===== src/rtl/alu_pkg.sv =====
// ----------------------------------------------------------------------------
// alu_pkg
//   Shared definitions for the RV32I execute unit: datapath sizing, the
//   alu_op encodings, the one-hot FSM state encoding, the shift direction
//   type, the registered flag bundle, and the is_shift() helper.
// ----------------------------------------------------------------------------
package alu_pkg;

  localparam int ALU_WIDTH   = 32;
  localparam int ALU_SHAMT_W = 5;
  localparam int ALU_OP_W    = 5;

  typedef logic [ALU_OP_W-1:0] alu_op_t;

  localparam alu_op_t OP_ADD  = 5'b00001;
  localparam alu_op_t OP_SUB  = 5'b00011;
  localparam alu_op_t OP_AGEN = 5'b11000;
  localparam alu_op_t OP_AND  = 5'b01010;
  localparam alu_op_t OP_OR   = 5'b01100;
  localparam alu_op_t OP_XOR  = 5'b01101;
  localparam alu_op_t OP_SLT  = 5'b00100;
  localparam alu_op_t OP_SLTU = 5'b00101;
  localparam alu_op_t OP_SLL  = 5'b01110;
  localparam alu_op_t OP_SRL  = 5'b01111;
  localparam alu_op_t OP_SRA  = 5'b10000;

  typedef enum logic [4:0] {
    ST_IDLE  = 5'b00001,
    ST_EXEC  = 5'b00010,
    ST_SHIFT = 5'b00100,
    ST_DONE  = 5'b01000,
    ST_DRAIN = 5'b10000
  } alu_state_e;

  typedef enum logic {
    SHIFT_LEFT  = 1'b0,
    SHIFT_RIGHT = 1'b1
  } shift_dir_e;

  // Flags are always written together with the result.
  typedef struct packed {
    logic zero;
    logic lt;
    logic ltu;
    logic illegal;
  } alu_flags_t;

  function automatic logic is_shift(input alu_op_t op);
    return (op == OP_SLL) || (op == OP_SRL) || (op == OP_SRA);
  endfunction

endpackage


===== src/rtl/alu_exec_unit_if.sv =====
// ----------------------------------------------------------------------------
// alu_exec_unit_if
//   Controller <-> execute-unit handshake bundle.
//   master (controller): drives alu_en, alu_op, operand_a, operand_b;
//                        receives alu_valid, alu_result and the flags.
//   slave  (execute unit): the mirror image.
//   alu_en is a level held until alu_valid is seen; alu_valid is a
//   one-cycle pulse; result and flags hold until the next operation.
// ----------------------------------------------------------------------------
interface alu_exec_unit_if #(
  parameter int WIDTH = 32
);
  import alu_pkg::*;

  logic             alu_en;
  alu_op_t          alu_op;
  logic [WIDTH-1:0] operand_a;
  logic [WIDTH-1:0] operand_b;
  logic             alu_valid;
  logic [WIDTH-1:0] alu_result;
  logic             alu_zero;
  logic             alu_lt;
  logic             alu_ltu;
  logic             alu_illegal;

  modport master (
    output alu_en, alu_op, operand_a, operand_b,
    input  alu_valid, alu_result, alu_zero, alu_lt, alu_ltu, alu_illegal
  );

  modport slave (
    input  alu_en, alu_op, operand_a, operand_b,
    output alu_valid, alu_result, alu_zero, alu_lt, alu_ltu, alu_illegal
  );

endinterface


===== src/rtl/alu_shift_iter.sv =====
// ----------------------------------------------------------------------------
// alu_shift_iter
//   Iterative one-bit-per-cycle shifter.
//   load     : capture data_in, shamt, dir, arith (takes priority)
//   dir      : SHIFT_LEFT (zero fill) or SHIFT_RIGHT
//   arith    : right shifts replicate the sign bit instead of zero fill
//   shamt    : number of single-bit steps still to perform
//   data_in  : value to shift
//   busy     : steps remain (counter non-zero)
//   data_out : current shift register contents
// ----------------------------------------------------------------------------
module alu_shift_iter
  import alu_pkg::*;
#(
  parameter int WIDTH   = ALU_WIDTH,
  parameter int SHAMT_W = ALU_SHAMT_W
) (
  input  logic               clk,
  input  logic               rst_n,
  input  logic               load,
  input  shift_dir_e         dir,
  input  logic               arith,
  input  logic [SHAMT_W-1:0] shamt,
  input  logic [WIDTH-1:0]   data_in,
  output logic               busy,
  output logic [WIDTH-1:0]   data_out
);

  logic [WIDTH-1:0]   data_q, data_d;
  logic [SHAMT_W-1:0] cnt_q, cnt_d;
  shift_dir_e         dir_q, dir_d;
  logic               arith_q, arith_d;

  always_comb begin
    // NOTE: every combinational output gets a default first so no path
    // leaves it unassigned; that is what keeps this block latch-free.
    data_d  = data_q;
    cnt_d   = cnt_q;
    dir_d   = dir_q;
    arith_d = arith_q;
    if (load) begin
      data_d  = data_in;
      cnt_d   = shamt;
      dir_d   = dir;
      arith_d = arith;
    end else if (cnt_q != '0) begin
      cnt_d = cnt_q - SHAMT_W'(1);
      if (dir_q == SHIFT_LEFT) begin
        data_d = {data_q[WIDTH-2:0], 1'b0};
      end else begin
        data_d = {(arith_q ? data_q[WIDTH-1] : 1'b0), data_q[WIDTH-1:1]};
      end
    end
  end

  // NOTE: state is updated with non-blocking assignments so every flop
  // samples the pre-edge values regardless of statement order.
  // NOTE: these are plain registers (not a memory array), so all of them
  // are reset; the shift register clears to 0 along with the counter.
  always_ff @(posedge clk or negedge rst_n) begin
    if (!rst_n) begin
      data_q  <= '0;
      cnt_q   <= '0;
      dir_q   <= SHIFT_LEFT;
      arith_q <= 1'b0;
    end else begin
      data_q  <= data_d;
      cnt_q   <= cnt_d;
      dir_q   <= dir_d;
      arith_q <= arith_d;
    end
  end

  assign busy     = (cnt_q != '0);
  assign data_out = data_q;

endmodule


===== src/rtl/alu_exec_unit.sv =====
// ----------------------------------------------------------------------------
// alu_exec_unit
//   Multi-cycle RV32I execute unit, responder side of alu_en/alu_valid.
//   clk, rst_n : clock (rising edge) and asynchronous active-low reset
//   bus        : alu_exec_unit_if.slave
//                alu_en/alu_op/operand_a/operand_b in; alu_valid (1-cycle
//                pulse), alu_result, alu_zero, alu_lt, alu_ltu, alu_illegal out.
//   Single-cycle ops finish one cycle after the start; shifts with a
//   non-zero amount run through alu_shift_iter, one bit per cycle.
// ----------------------------------------------------------------------------
module alu_exec_unit
  import alu_pkg::*;
#(
  parameter int WIDTH   = ALU_WIDTH,
  parameter int SHAMT_W = ALU_SHAMT_W
) (
  input  logic          clk,
  input  logic          rst_n,
  alu_exec_unit_if.slave bus
);

  alu_state_e       state_q, state_d;
  alu_op_t          op_q, op_d;
  logic [WIDTH-1:0] a_q, a_d;
  logic [WIDTH-1:0] b_q, b_d;
  logic [WIDTH-1:0] result_q, result_d;
  alu_flags_t       flags_q, flags_d;

  logic               shift_start;
  logic               shift_busy;
  logic [WIDTH-1:0]   shift_out;
  logic [SHAMT_W-1:0] start_shamt;
  shift_dir_e         start_dir;

  logic [WIDTH-1:0] exec_result;
  logic             exec_illegal;
  logic             lt_s;
  logic             ltu_s;

  // Only the low bits of operand_b form the shift amount.
  assign start_shamt = bus.operand_b[SHAMT_W-1:0];
  assign start_dir   = (bus.alu_op == OP_SLL) ? SHIFT_LEFT : SHIFT_RIGHT;
  // A zero-amount shift is just a pass-through and takes the EXEC path.
  assign shift_start = (state_q == ST_IDLE) && bus.alu_en &&
                       is_shift(bus.alu_op) && (start_shamt != '0);

  alu_shift_iter #(
    .WIDTH   (WIDTH),
    .SHAMT_W (SHAMT_W)
  ) u_shift_iter (
    .clk      (clk),
    .rst_n    (rst_n),
    .load     (shift_start),
    .dir      (start_dir),
    .arith    (bus.alu_op == OP_SRA),
    .shamt    (start_shamt),
    .data_in  (bus.operand_a),
    .busy     (shift_busy),
    .data_out (shift_out)
  );

  // Single-cycle ALU on the latched operands. Compare flags are produced
  // for every op so branches can use them.
  always_comb begin
    lt_s         = $signed(a_q) < $signed(b_q);
    ltu_s        = a_q < b_q;
    exec_result  = '0;
    exec_illegal = 1'b0;
    case (op_q)
      OP_ADD, OP_AGEN:        exec_result = a_q + b_q;
      OP_SUB:                 exec_result = a_q - b_q;
      OP_AND:                 exec_result = a_q & b_q;
      OP_OR:                  exec_result = a_q | b_q;
      OP_XOR:                 exec_result = a_q ^ b_q;
      OP_SLT:                 exec_result = {{(WIDTH-1){1'b0}}, lt_s};
      OP_SLTU:                exec_result = {{(WIDTH-1){1'b0}}, ltu_s};
      // Shifts only reach EXEC with a zero amount.
      OP_SLL, OP_SRL, OP_SRA: exec_result = a_q;
      default:                exec_illegal = 1'b1;
    endcase
  end

  always_comb begin
    state_d  = state_q;
    op_d     = op_q;
    a_d      = a_q;
    b_d      = b_q;
    result_d = result_q;
    flags_d  = flags_q;
    case (state_q)
      ST_IDLE: begin
        if (bus.alu_en) begin
          op_d    = bus.alu_op;
          a_d     = bus.operand_a;
          b_d     = bus.operand_b;
          state_d = shift_start ? ST_SHIFT : ST_EXEC;
        end
      end
      ST_EXEC: begin
        // Dropping alu_en aborts without touching the outputs.
        if (!bus.alu_en) begin
          state_d = ST_IDLE;
        end else begin
          result_d        = exec_result;
          flags_d.zero    = (exec_result == '0);
          flags_d.lt      = lt_s;
          flags_d.ltu     = ltu_s;
          flags_d.illegal = exec_illegal;
          state_d         = ST_DONE;
        end
      end
      ST_SHIFT: begin
        if (!bus.alu_en) begin
          state_d = ST_IDLE;
        end else if (!shift_busy) begin
          result_d        = shift_out;
          flags_d.zero    = (shift_out == '0);
          flags_d.lt      = lt_s;
          flags_d.ltu     = ltu_s;
          flags_d.illegal = 1'b0;
          state_d         = ST_DONE;
        end
      end
      ST_DONE: state_d = ST_DRAIN;
      // The alu_en level that produced the pulse must go away before a
      // new start can be taken.
      ST_DRAIN: begin
        if (!bus.alu_en) state_d = ST_IDLE;
      end
      default: state_d = ST_IDLE;
    endcase
  end

  always_ff @(posedge clk or negedge rst_n) begin
    if (!rst_n) begin
      state_q  <= ST_IDLE;
      op_q     <= '0;
      a_q      <= '0;
      b_q      <= '0;
      result_q <= '0;
      flags_q  <= '0;
    end else begin
      state_q  <= state_d;
      op_q     <= op_d;
      a_q      <= a_d;
      b_q      <= b_d;
      result_q <= result_d;
      flags_q  <= flags_d;
    end
  end

  assign bus.alu_valid   = (state_q == ST_DONE);
  assign bus.alu_result  = result_q;
  assign bus.alu_zero    = flags_q.zero;
  assign bus.alu_lt      = flags_q.lt;
  assign bus.alu_ltu     = flags_q.ltu;
  assign bus.alu_illegal = flags_q.illegal;

endmodule


===== src/flat_wrapper.sv =====
// flat-port wrapper written by rule: the top's interface ports become plain ports
module alu_exec_unit_flat import alu_pkg::*;
#(
  parameter int WIDTH   = ALU_WIDTH,
  parameter int SHAMT_W = ALU_SHAMT_W
)
  (clk, rst_n, bus_alu_en, bus_alu_op, bus_operand_a, bus_operand_b, bus_alu_valid, bus_alu_result, bus_alu_zero, bus_alu_lt, bus_alu_ltu, bus_alu_illegal);
  alu_exec_unit_if #(.WIDTH(WIDTH)) bus_i ();
  input  logic clk;
  input  logic rst_n;
  input wire logic [$bits(bus_i.alu_en)-1:0] bus_alu_en;
  input wire logic [$bits(bus_i.alu_op)-1:0] bus_alu_op;
  input wire logic [$bits(bus_i.operand_a)-1:0] bus_operand_a;
  input wire logic [$bits(bus_i.operand_b)-1:0] bus_operand_b;
  output wire logic [$bits(bus_i.alu_valid)-1:0] bus_alu_valid;
  output wire logic [$bits(bus_i.alu_result)-1:0] bus_alu_result;
  output wire logic [$bits(bus_i.alu_zero)-1:0] bus_alu_zero;
  output wire logic [$bits(bus_i.alu_lt)-1:0] bus_alu_lt;
  output wire logic [$bits(bus_i.alu_ltu)-1:0] bus_alu_ltu;
  output wire logic [$bits(bus_i.alu_illegal)-1:0] bus_alu_illegal;
  assign bus_i.alu_en = bus_alu_en;
  assign bus_i.alu_op = bus_alu_op;
  assign bus_i.operand_a = bus_operand_a;
  assign bus_i.operand_b = bus_operand_b;
  assign bus_alu_valid = bus_i.alu_valid;
  assign bus_alu_result = bus_i.alu_result;
  assign bus_alu_zero = bus_i.alu_zero;
  assign bus_alu_lt = bus_i.alu_lt;
  assign bus_alu_ltu = bus_i.alu_ltu;
  assign bus_alu_illegal = bus_i.alu_illegal;
  alu_exec_unit #(.WIDTH(WIDTH), .SHAMT_W(SHAMT_W)) u_core (.clk(clk), .rst_n(rst_n), .bus(bus_i));
endmodule

===== config.mk =====
export PLATFORM = sky130hd
export DESIGN_NAME = alu_exec_unit_flat
export DESIGN_NICKNAME = d
export VERILOG_FILES = /design/src/rtl/alu_pkg.sv /design/src/rtl/alu_exec_unit_if.sv /design/src/rtl/alu_shift_iter.sv /design/src/rtl/alu_exec_unit.sv /design/src/flat_wrapper.sv
export SDC_FILE = /design/constraint.sdc
export NUM_CORES = 1
export LEC_CHECK = 0
export ABC_AREA = 1
export ABC_CLOCK_PERIOD_IN_PS = 3970
export BUFFER_PORTS_ARGS = -buffer_cell sky130_fd_sc_hd__buf_2
export CAP_MARGIN = 20
export CORE_MARGIN = 10
export CORE_UTILIZATION = 60
export DETAILED_ROUTE_END_ITERATION = 10
export GPL_TIMING_DRIVEN = 0
export PLACE_DENSITY = 0.83
export RECOVER_POWER = 50
export SLEW_MARGIN = 20
export SYNTH_ARGS = -nofsm -noshare
export SYNTH_HDL_FRONTEND = slang
export SYNTH_SLANG_ARGS = --single-unit

===== constraint.sdc =====
create_clock -name clk -period 3.97 [get_ports clk]
set_input_delay 0.5955 -clock clk [delete_from_list [all_inputs] [get_ports clk]]
set_output_delay 0.5955 -clock clk [all_outputs]
set_load 0.05 [all_outputs]

==> results.tsv, run 1 <==
stage	metric	value	unit
synthesis	synth.distinct_cells	47	
layout	layout.cells.non_filler	2535	
global_routing	use_met1	0.455	
placement	post-dp-hpwl	42900	µm
drt	drc	0	
critical_path	path_delay_family	simple AND/OR/NAND/NOR gates	
critical_path	cp_max_fo	4	
timing	worst_pin_slew	3.23	ns
cts	cts_root_buf	clkbuf_16	
layout	nets	2426	
timing	fmax	0.297	GHz
synthesis	synth-seq-cells	149	
cts	cts_buffer_depth	2	
drt	drt_pass1_iterations	8	
drt	num_vias	15500	
cts	clock_sinks	149	
global_routing	grt_pass1_vias	15100	
layout	layout-drive-gt1-share	0.0931	
synthesis	yosysTopAreaCell	dfrtp_1	
critical_path	cp-end-kind	register	
critical_path	cp_cell_sequence	ha_1, inv_1, fa_1, inv_1, nand3_1, nand2_1, nand3_1, nand3_1, nand3_1, nand2_1, nand2_1, nand3_1, nand3_1, nor2_1, nand2_1, nor2_1, nand3_1, a21oi_2	
die	die-area	0.0288	mm²
synthesis	syn-instance-count	2114	
critical_path	path_class	reg2reg	
critical_path	critPathBufInv	2	
layout	syn_to_final_growth	11.2	%
placement	dp_slack	0.756	ns
placement	port_buffers	108	
timing	final.setup.worst_slack	0.597	ns
timing	max_slew_margin	-1.15	
status	outcome	complete, but fails checks	
synthesis	synth_most_common_cell	nand2_1	
critical_path	critPathArrivalTime	3.76	ns
synthesis	synth-edff-count	0	
die	ios	109	
global_routing	grt-ovfl-total	0	
global_routing	antenna_found_initial	2	
placement	place_congestion	1.05	
die	die_w	170	µm
timing	setup_viol	0	
cts	post_cts_buffers	0	
global_routing	busiest_layer	met2	
critical_path	cpMaxStageDelayCell	dfrtp_1	
die	die_h	170	µm
run	cap_violations	1	
critical_path	required	4.35	ns
placement	post-place-cells	2503	
cts	cts_tree	yes	
synthesis	syn_area	0.0134	mm²
synthesis	ys_async_sr_fraction	1.00	
global_routing	use_met3	0.104	
drt	drt_wl_total	54400	µm
synthesis	synth_top_area_share	0.275	
status	violations	max-capacitance violations, max-slew violations	
timing	hold_viol_final	0	
cts	hold_buffers	0	
drt	ant_nets	0	
cts	cts.clk_slew.worst_paths	0.08	ns
critical_path	crit_top_cell	nand3_1	
drt	drtIter0Drc	2172	
timing	rsz0062_at_grt	false	
die	start_util	0.612	
synthesis	seq_area_frac_synth	0.277	
critical_path	slowest_delay	0.42	ns
synthesis	ys_top_cells_by_area	dfrtp_1 28%, nand2_1 18%, ha_1 10%	
cts	post_cts_resized	0	
cts	insertion_delay	0.46	ns
cts	cts_buffers	17	
timing	finalClockSkew	0.0174	ns
die	rows	54	
global_routing	grt_pass1_wl	83300	µm
global_routing	grt_max_degree	100	
synthesis	synth_flop_cell	dfrtp_1	
synthesis	yosys-top-cells-count	655 x nand2_1, 324 x inv_1, 176 x nor2_1	
layout	post-route-util	0.681	
drt	avgViaCountPerCell	6.11	
timing	timing.final.crit_period	3.37	ns
die	core	0.0220	mm²
timing	setup-tns-final	0	ns
cts	cts-htree-levels	4	
critical_path	critPathLaunchType	register	
drt	wl_per_cell	21.5	µm
global_routing	grt_usage	0.374	
global_routing	grt.met2_usage	0.573	
synthesis	avgSynthCellArea	6.36	µm²
timing	finalCritPeriodShare	0.850	
worst_hold_path	hp-class	in2reg	
critical_path	r2r_slack	0.60	ns
synthesis	syn-num-nets	2298	
synthesis	ys.warnings.count	0	
timing	slew_viol_final	51	
layout	diodes	0	
==> layout by cell type (no fill, tap or decap), types with 26 or more instances in the layout <==
master,instances
a21oi_1,94
buf_2,122
clkbuf_1,46
dfrtp_1,148
ha_1,110
inv_1,324
nand2_1,655
nand3_1,152
nor2_1,176
o211ai_1,26
o21ai_0,158
==> state kept, by name, summed over array words and instances, names as in the netlist <==
name	count
u_core.state_q	5
u_core.u_shift_iter.dir_q	1
u_core.u_shift_iter.cnt_q	5
u_core.bus.alu_illegal	1
u_core.bus.alu_result	32
u_core.u_shift_iter.data_out	32
u_core.bus.alu_ltu	1
u_core.a_q	32
u_core.b_q	32
u_core.op_q	5
u_core.bus.alu_lt	1
u_core.u_shift_iter.arith_q	1
u_core.bus.alu_zero	1
==> metrics by stage <==
stage,area (µm²),hold WS [ns]
floorplan,13400,0.300
global placement,14300,0.461
detailed placement,14400,0.468
CTS,15000,0.0527
global route,14900,0.370
finish,14900,0.338
==> final timing paths <==
path                                                       start                                     to  cells past startpoint
max in group asynchronous                                  rst_n          u_core.state_q[4]$_DFFE_PN0P_                      1
min in group asynchronous                                  rst_n             u_core.b_q[20]$_DFFE_PN0P_                      1
hold reg to reg            u_core.bus.alu_result[30]$_DFFE_PN0P_  u_core.bus.alu_result[30]$_DFFE_PN0P_                      2
hold / removal                                  bus_operand_b[8]              u_core.b_q[8]$_DFFE_PN0P_                      3
setup / recovery                       u_core.b_q[0]$_DFFE_PN0P_        u_core.bus.alu_zero$_DFFE_PN0P_                     18
setup reg to reg                       u_core.b_q[0]$_DFFE_PN0P_        u_core.bus.alu_zero$_DFFE_PN0P_                     18
==> area by class of cell <==
cell class / count / area (µm²)
Multi-Input combinational cell: 1547 / 8030
Fill cell: 1999 / 7010
Sequential cell: 149 / 3730
Inverter: 337 / 1260
Timing Repair Buffer: 109 / 546
Buffer: 81 / 427
Clock buffer: 17 / 425
Tap cell: 280 / 350
Clock inverter: 15 / 181
==> worst reg2reg max path, stage by stage (launching register included) <==
cell	delay (ns)
dfrtp_1	0.42
ha_1	0.27
inv_1	0.10
fa_1	0.40
inv_1	0.13
nand3_1	0.10
nand2_1	0.15
nand3_1	0.12
nand3_1	0.28
nand3_1	0.16
nand2_1	0.09
nand2_1	0.05
nand3_1	0.08
nand3_1	0.26
nor2_1	0.16
nand2_1	0.06
nor2_1	0.17
nand3_1	0.15
a21oi_2	0.15
==> kinds of logic after synthesis <==
kind of cell / after synthesis / share of synthesized area
AO/OA/AOI/OAI: 373 / 0.165
XOR/XNOR: 2 / 0.00130
adder cells (fa/ha/maj): 112 / 0.105
buffers and inverters: 418 / 0.126
flip-flops: 149 / 0.277
AND/OR/NAND/NOR: 1060 / 0.325
==> routing by layer <==
metal | part of all wire | vias to the layer above
li1 | - | 7058
met1 | 0.37 | 7146
met2 | 0.43 | 1080
met3 | 0.13 | 211
met4 | 0.067 | 4
met5 | 0.00050 | -
Power of run 1 is left out: the tool's default activity adds up to more than one toggle a clock period on the data nets, which glitch-free logic cannot reach.
==> inputs of run 2 (changes only) <==
Settings changed: ABC_CLOCK_PERIOD_IN_PS 3970 to 2900, CORE_UTILIZATION 60 to 56, PLACE_DENSITY 0.83 to 0.81.
Clock period 3.97 ns to 2.9 ns, I/O delays scaled along.
==> results.tsv, run 2 (synthesized netlist as in run 1, its figures left out) <==
stage	metric	value	unit	change
timing	finalClockSkew	0.0226	ns	+0.00513 ns
cts	cts.clk_slew.worst_paths	0.08	ns	about the same
cts	cts_tree	yes		
cts	cts_root_buf	clkbuf_16		
drt	ant_nets	0		unchanged
timing	setup_viol	1		+1
die	die_w	175	µm	+3.1%
cts	cts_buffers	17		unchanged
placement	post-dp-hpwl	44100	µm	+2.8%
cts	clock_sinks	149		unchanged
layout	post-route-util	0.654		-0.0270
timing	worst_pin_slew	1.73	ns	-1.51 ns
critical_path	cp_max_fo	10		+6
critical_path	required	3.27	ns	-1.08 ns
layout	nFillCells	2229		+12%
layout	layout-drive-gt1-share	0.134		+0.0406
drt	drc	0		unchanged
critical_path	cp-end-kind	register		
timing	max_slew_margin	-0.150		+1.00
cts	insertion_delay	0.45	ns	about the same
run	cap_violations	1		unchanged
global_routing	grt-ovfl-total	0		unchanged
critical_path	path_class	reg2reg		
timing	fmax	0.344	GHz	+16%
global_routing	antenna_found_initial	0		-2
die	die_h	175	µm	+3.1%
die	die-area	0.0306	mm²	+6.3%
layout	diodes	0		unchanged
timing	slew_viol_final	64		+25%
placement	port_buffers	108		unchanged
global_routing	grt_pass1_vias	14900		-0.90%
timing	rsz0062_at_grt	true		
drt	drtIter0Drc	2271		+4.6%
global_routing	grt_usage	0.356		-0.0184
drt	wl_per_cell	21.7	µm	+1.0%
timing	finalCritPeriodShare	1.00		+0.154
die	core	0.0235	mm²	+7.2%
timing	timing.final.crit_period	2.91	ns	-0.462 ns
die	ios	109		unchanged
timing	final.setup.worst_slack	-0.0108	ns	-0.608 ns
placement	place_congestion	1.03		-1.7%
status	violations	max-capacitance violations, max-slew violations, negative setup slack		
layout	syn_to_final_growth	14.5	%	
cts	cts_buffer_depth	2		unchanged
global_routing	grt_pass1_wl	84700	µm	+1.6%
timing	hold_viol_final	0		unchanged
drt	drt_wl_total	56100	µm	+3.0%
layout	final_common_cell	nand2_1		
critical_path	critPathLaunchType	register		
worst_hold_path	hp-class	in2reg		
drt	avgViaCountPerCell	5.97		-2.4%
critical_path	critPathArrivalTime	3.28	ns	-0.48 ns
drt	drt_pass1_iterations	6		-2
layout	nets	2436		+0.41%
die	start_util	0.571		-0.0412
status	outcome	complete, but fails checks		
global_routing	grt_max_degree	88		-12%
layout	final_cell_mix	640 x nand2_1, 319 x inv_1, 155 x nor2_1, 155 x o21ai_0, 144 x dfrtp_1		
drt	num_vias	15400		-0.54%
die	rows	56		+3.7%
cts	cts-htree-levels	4		unchanged
==> run 2: final cells by class <==
class                           instances  area (µm²)  area share
Clock buffer                           17         425      0.0276
Timing Repair Buffer                  120         612      0.0397
Buffer                                 80         432      0.0280
Tap cell                              319         399      0.0259
Inverter                              337        1260      0.0822
Sequential cell                       149        3730       0.243
Clock inverter                         15         208      0.0135
Multi-Input combinational cell       1547        8320       0.540
==> run 2: path summary, 6_finish.rpt <==
check                                                       from                                     to  slack [ns]  cells after the start
min in group asynchronous                                  rst_n             u_core.a_q[17]$_DFFE_PN0P_        0.96                      2
max in group asynchronous                                  rst_n              u_core.b_q[0]$_DFFE_PN0P_        0.26                      3
min reg2reg                u_core.bus.alu_result[27]$_DFFE_PN0P_  u_core.bus.alu_result[27]$_DFFE_PN0P_        0.48                      2
max reg2reg                           u_core.op_q[3]$_DFFE_PN0P_        u_core.bus.alu_zero$_DFFE_PN0P_       -0.01                     13
max                                   u_core.op_q[3]$_DFFE_PN0P_        u_core.bus.alu_zero$_DFFE_PN0P_       -0.01                     13
min                                             bus_operand_b[7]              u_core.b_q[7]$_DFFE_PN0P_        0.19                      3
==> run 2: timing repair <==
action                                  CTS  global route
hold buffers                              1             0
hold endpoints to repair                 62             0
gates resized for setup                  24            75
pin swaps                                 3             5
endpoints found under the setup margin    5            21
setup buffers                             4             6
==> run 2: critical path: stages (launching register included) <==
cell	delay [ns]
dfrtp_1	0.44
nand2_1	0.13
nor2_1	0.08
nand2_1	0.17
buf_4	0.26
buf_4	0.26
o22ai_1	0.10
a221oi_1	0.45
nand3_1	0.29
nor2_1	0.17
nand2_1	0.07
nor2_2	0.12
nand3_1	0.13
a21oi_2	0.14
==> run 2: stage by stage <==
| stage | hold WS [ns] | worst slack [ns] | TNS (ns) | area (µm²) | instances |
|---|---|---|---|---|---|
| after global routing | 0.204 | -0.134 | -1.13 | 15400 | 2584 |
| after global placement | 0.459 | -0.871 | -125.23 | 14400 | 2541 |
| after detailed placement | 0.426 | -0.243 | -0.622 | 14400 | 2542 |
| final | 0.191 | -0.0108 | -0.0108 | 15400 | 2584 |
| after CTS | 0.192 | 0.000443 | 0 | 15200 | 2579 |
| after floorplan | 0.139 | 0.563 | 0 | 13400 | 2114 |
==> run 2: per-layer routing <==
layer | GRT usage | wire length [µm] | vias to the layer above
li1 | - | - | 7072
met1 | 0.445 | 21900 | 7139
met2 | 0.560 | 24800 | 1022
met3 | 0.0767 | 5970 | 183
met4 | 0.199 | 3380 | 0
met5 | 0 | 0 | -
Power of run 2 is left out for the same reason.
==> inputs of run 3 (changes only) <==
Settings changed: CELL_PAD_IN_SITES_DETAIL_PLACEMENT set to 0, CELL_PAD_IN_SITES_GLOBAL_PLACEMENT set to 2, CORE_UTILIZATION 56 to 31, PLACE_DENSITY 0.81 to 0.82, SYNTH_HIERARCHICAL set to 1.
==> results.tsv, run 3 <==
stage	metric	value	unit	change
timing	timing.final.crit_period	2.84	ns	-0.0743 ns
synthesis	yosys-top-cells-count	709 x nand2_1, 359 x inv_1, 216 x nand3_1		
layout	regArea	0.00374	mm²	about the same
layout	diodes	0		unchanged
synthesis	syn-num-nets	2407		+4.7%
placement	place_congestion	0.953		-7.8%
cts	cts-htree-levels	4		unchanged
timing	worst_pin_slew	2.00	ns	+0.273 ns
critical_path	cp_max_fo	9		-1
placement	post-place-cells	2925		+15%
worst_hold_path	hp-class	in2reg		
timing	finalCritPeriodShare	0.978		-0.0256
global_routing	grt_pass1_wl	92000	µm	+8.6%
critical_path	path_class	reg2reg		
synthesis	ys.warnings.count	6		+6
synthesis	seq_area_frac_synth	0.266		-0.0117
critical_path	critPathLaunchType	register		
drt	drc	0		unchanged
global_routing	antenna_found_initial	0		unchanged
layout	multi_input_area	0.00878	mm²	+5.6%
die	rows	77		+38%
cts	cts_root_buf	clkbuf_16		
drt	num_vias	15100		-2.2%
timing	max_slew_margin	-0.332		-0.182
die	die_w	233	µm	+33%
synthesis	avgSynthCellArea	6.31	µm²	-0.74%
cts	insertion_delay	0.45	ns	about the same
timing	slew_viol_final	73		+14%
timing	hold_slack	0.199	ns	+0.00820 ns
worst_hold_path	hold_depth	3		unchanged
synthesis	synth_top_area_share	0.264		-0.0117
critical_path	r2r.worst_path.cells	20		+7
timing	fmax	0.353	GHz	+2.6%
global_routing	grt_max_degree	78		-11%
timing	setup_viol	0		-1
placement	post-dp-hpwl	50700	µm	+15%
synthesis	syn-instance-count	2224		+5.2%
global_routing	grt_pass1_vias	14600		-2.3%
synthesis	synth-seq-cells	149		unchanged
drt	dr.max_layer_used	met4		
worst_hold_path	min_from	bus_operand_b[23]		
synthesis	ys_async_sr_fraction	1.00		unchanged
layout	nFillCells	4922		+120%
cts	clock_sinks	149		unchanged
status	outcome	complete, but fails checks		
die	die_h	233	µm	+33%
drt	drt_pass1_iterations	5		-1
die	die-area	0.0542	mm²	+77%
cts	cts_buffer_depth	2		unchanged
layout	final_common_cell	nand2_1		
timing	finalClockSkew	0.0137	ns	-0.00884 ns
layout	layout-drive-gt1-share	0.182		+0.0482
timing	hold_viol_final	0		unchanged
die	ios	109		unchanged
cts	cts.clk_slew.worst_paths	0.06	ns	-0.02 ns
synthesis	synth.distinct_cells	45		-4.3%
die	core	0.0445	mm²	+89%
drt	ant_nets	0		unchanged
die	start_util	0.315		-0.256
placement	port_buffers	108		unchanged
drt	wl_met1	28300	µm	+29%
status	violations	max-capacitance violations, max-slew violations		
worst_hold_path	hold_end	u_core/b_q[23]$_DFFE_PN0P_		
drt	drtIter0Drc	1379		-39%
critical_path	cp-end-kind	register		
synthesis	synth_most_common_cell	nand2_1		
synthesis	synth-edff-count	0		unchanged
synthesis	yosysTopAreaCell	dfrtp_1		
drt	drt_wl_total	62300	µm	+11%
layout	layout.cells.non_filler	2983		+15%
critical_path	r2r_slack	0.06	ns	+0.07 ns
drt	wl_met2	28800	µm	+16%
drt	route.met3.wl	3920	µm	-34%
critical_path	rr_endpoint	u_core/bus.alu_zero$_DFFE_PN0P_		
synthesis	synth_flop_cell	dfrtp_1		
drt	wl_per_cell	20.9	µm	-3.7%
global_routing	grt-ovfl-total	0		unchanged
critical_path	critPathArrivalTime	3.21	ns	-0.07 ns
synthesis	ys_top_cells_by_area	dfrtp_1 26%, nand2_1 19%, ha_1 9.7%		
global_routing	grt_usage	0.227		-0.129
critical_path	rr_startpoint	u_core/a_q[8]$_DFFE_PN0P_		
run	cap_violations	1		unchanged
drt	avgViaCountPerCell	5.05		-15%
critical_path	required	3.28	ns	about the same
cts	cts_tree	yes		
cts	cts_buffers	17		unchanged
layout	syn_to_final_growth	18.5	%	
layout	nets	2561		+5.1%
layout	final_cell_mix	687 x nand2_1, 351 x inv_1, 189 x nand3_1		
synthesis	syn_area	0.0140	mm²	+4.4%
-- run 3: cell count changes after synthesis, sizes merged, moves of 11 or more --
cell,before,now
o21ai,161,196
nand3,153,221
buf,53,72
clkbuf,28,17
nand2,660,722
o221ai,22,1
inv,336,377
o211ai,26,0
a21oi,95,54
-- run 3: cells by family after synthesis --
family                   after synthesis  share of synthesized area
buffers and inverters                466                      0.143
adder cells (fa/ha/maj)              111                      0.100
XOR/XNOR                               2                    0.00125
flip-flops                           149                      0.266
AO/OA/AOI/OAI                        308                      0.130
AND/OR/NAND/NOR                     1188                      0.360
-- run 3: worst max path at each step --
stage / slack [ns] / to / startpoint / depth (start not counted)
after floorplan: 0.61 / u_core/bus.alu_zero$_DFFE_PN0P_ / u_core/a_q[0]$_DFFE_PN0P_ / 20
after global placement: -1.08 / u_core/a_q[22]$_DFFE_PN0P_ / rst_n / 1
after detailed placement: -0.29 / u_core/bus.alu_zero$_DFFE_PN0P_ / u_core/b_q[0]$_DFFE_PN0P_ / 18
after CTS: 0.0003 / u_core/bus.alu_zero$_DFFE_PN0P_ / u_core/a_q[2]$_DFFE_PN0P_ / 22
after global routing: -0.03 / u_core/bus.alu_zero$_DFFE_PN0P_ / u_core/a_q[8]$_DFFE_PN0P_ / 21
final: 0.06 / u_core/bus.alu_zero$_DFFE_PN0P_ / u_core/a_q[8]$_DFFE_PN0P_ / 20
-- run 3: final cells by class --
type / instances / area share
Buffer: 89 / 0.0358
Clock buffer: 24 / 0.0290
Timing Repair Buffer: 135 / 0.0448
Tap cell: 592 / 0.0445
Clock inverter: 8 / 0.00745
Multi-Input combinational cell: 1609 / 0.528
Sequential cell: 149 / 0.225
Inverter: 377 / 0.0858
-- run 3: what timing repair did --
item | 4_1_cts | 5_1_grt
setup buffers | 0 | 25
resized for setup | 24 | 115
endpoints found under the setup margin | 5 | 6
hold buffers | 1 | 0
endpoints found under the hold margin | 55 | 0
pin swaps | 2 | 19
-- run 3: critical path, cell delays in order, from the launching register on --
cell,delay [ns]
dfrtp_2,0.41
inv_1,0.09
ha_1,0.29
buf_4,0.19
inv_1,0.12
nand2_1,0.06
nand2_1,0.09
nand2_1,0.06
nand2_1,0.12
inv_1,0.09
nand3_2,0.13
nand2_1,0.12
nand3_1,0.09
nand2_1,0.05
nand3_1,0.20
nand3_2,0.17
nor2_4,0.15
nand3_1,0.08
nor2_1,0.09
nand2_1,0.07
a21oi_2,0.10
-- run 3: per-layer routing --
layer	GRT usage	up-vias
met1	0.307	7202
met5	0	-
li1	-	7315
met2	0.372	500
met4	0.0609	0
met3	0.0302	57
-- run 3: metrics by stage --
step                worst slack (ns)   util  cell area [µm²]  setup TNS [ns]
detailed placement            -0.285  0.345            15400          -0.457
floorplan                      0.612      -            14000               0
global placement               -1.08  0.344            15300         -156.72
finish                        0.0635  0.374            16600               0
global route                 -0.0302  0.374            16600         -0.0602
CTS                         0.000305  0.361            16100               0
Power of run 3 is left out for the same reason.
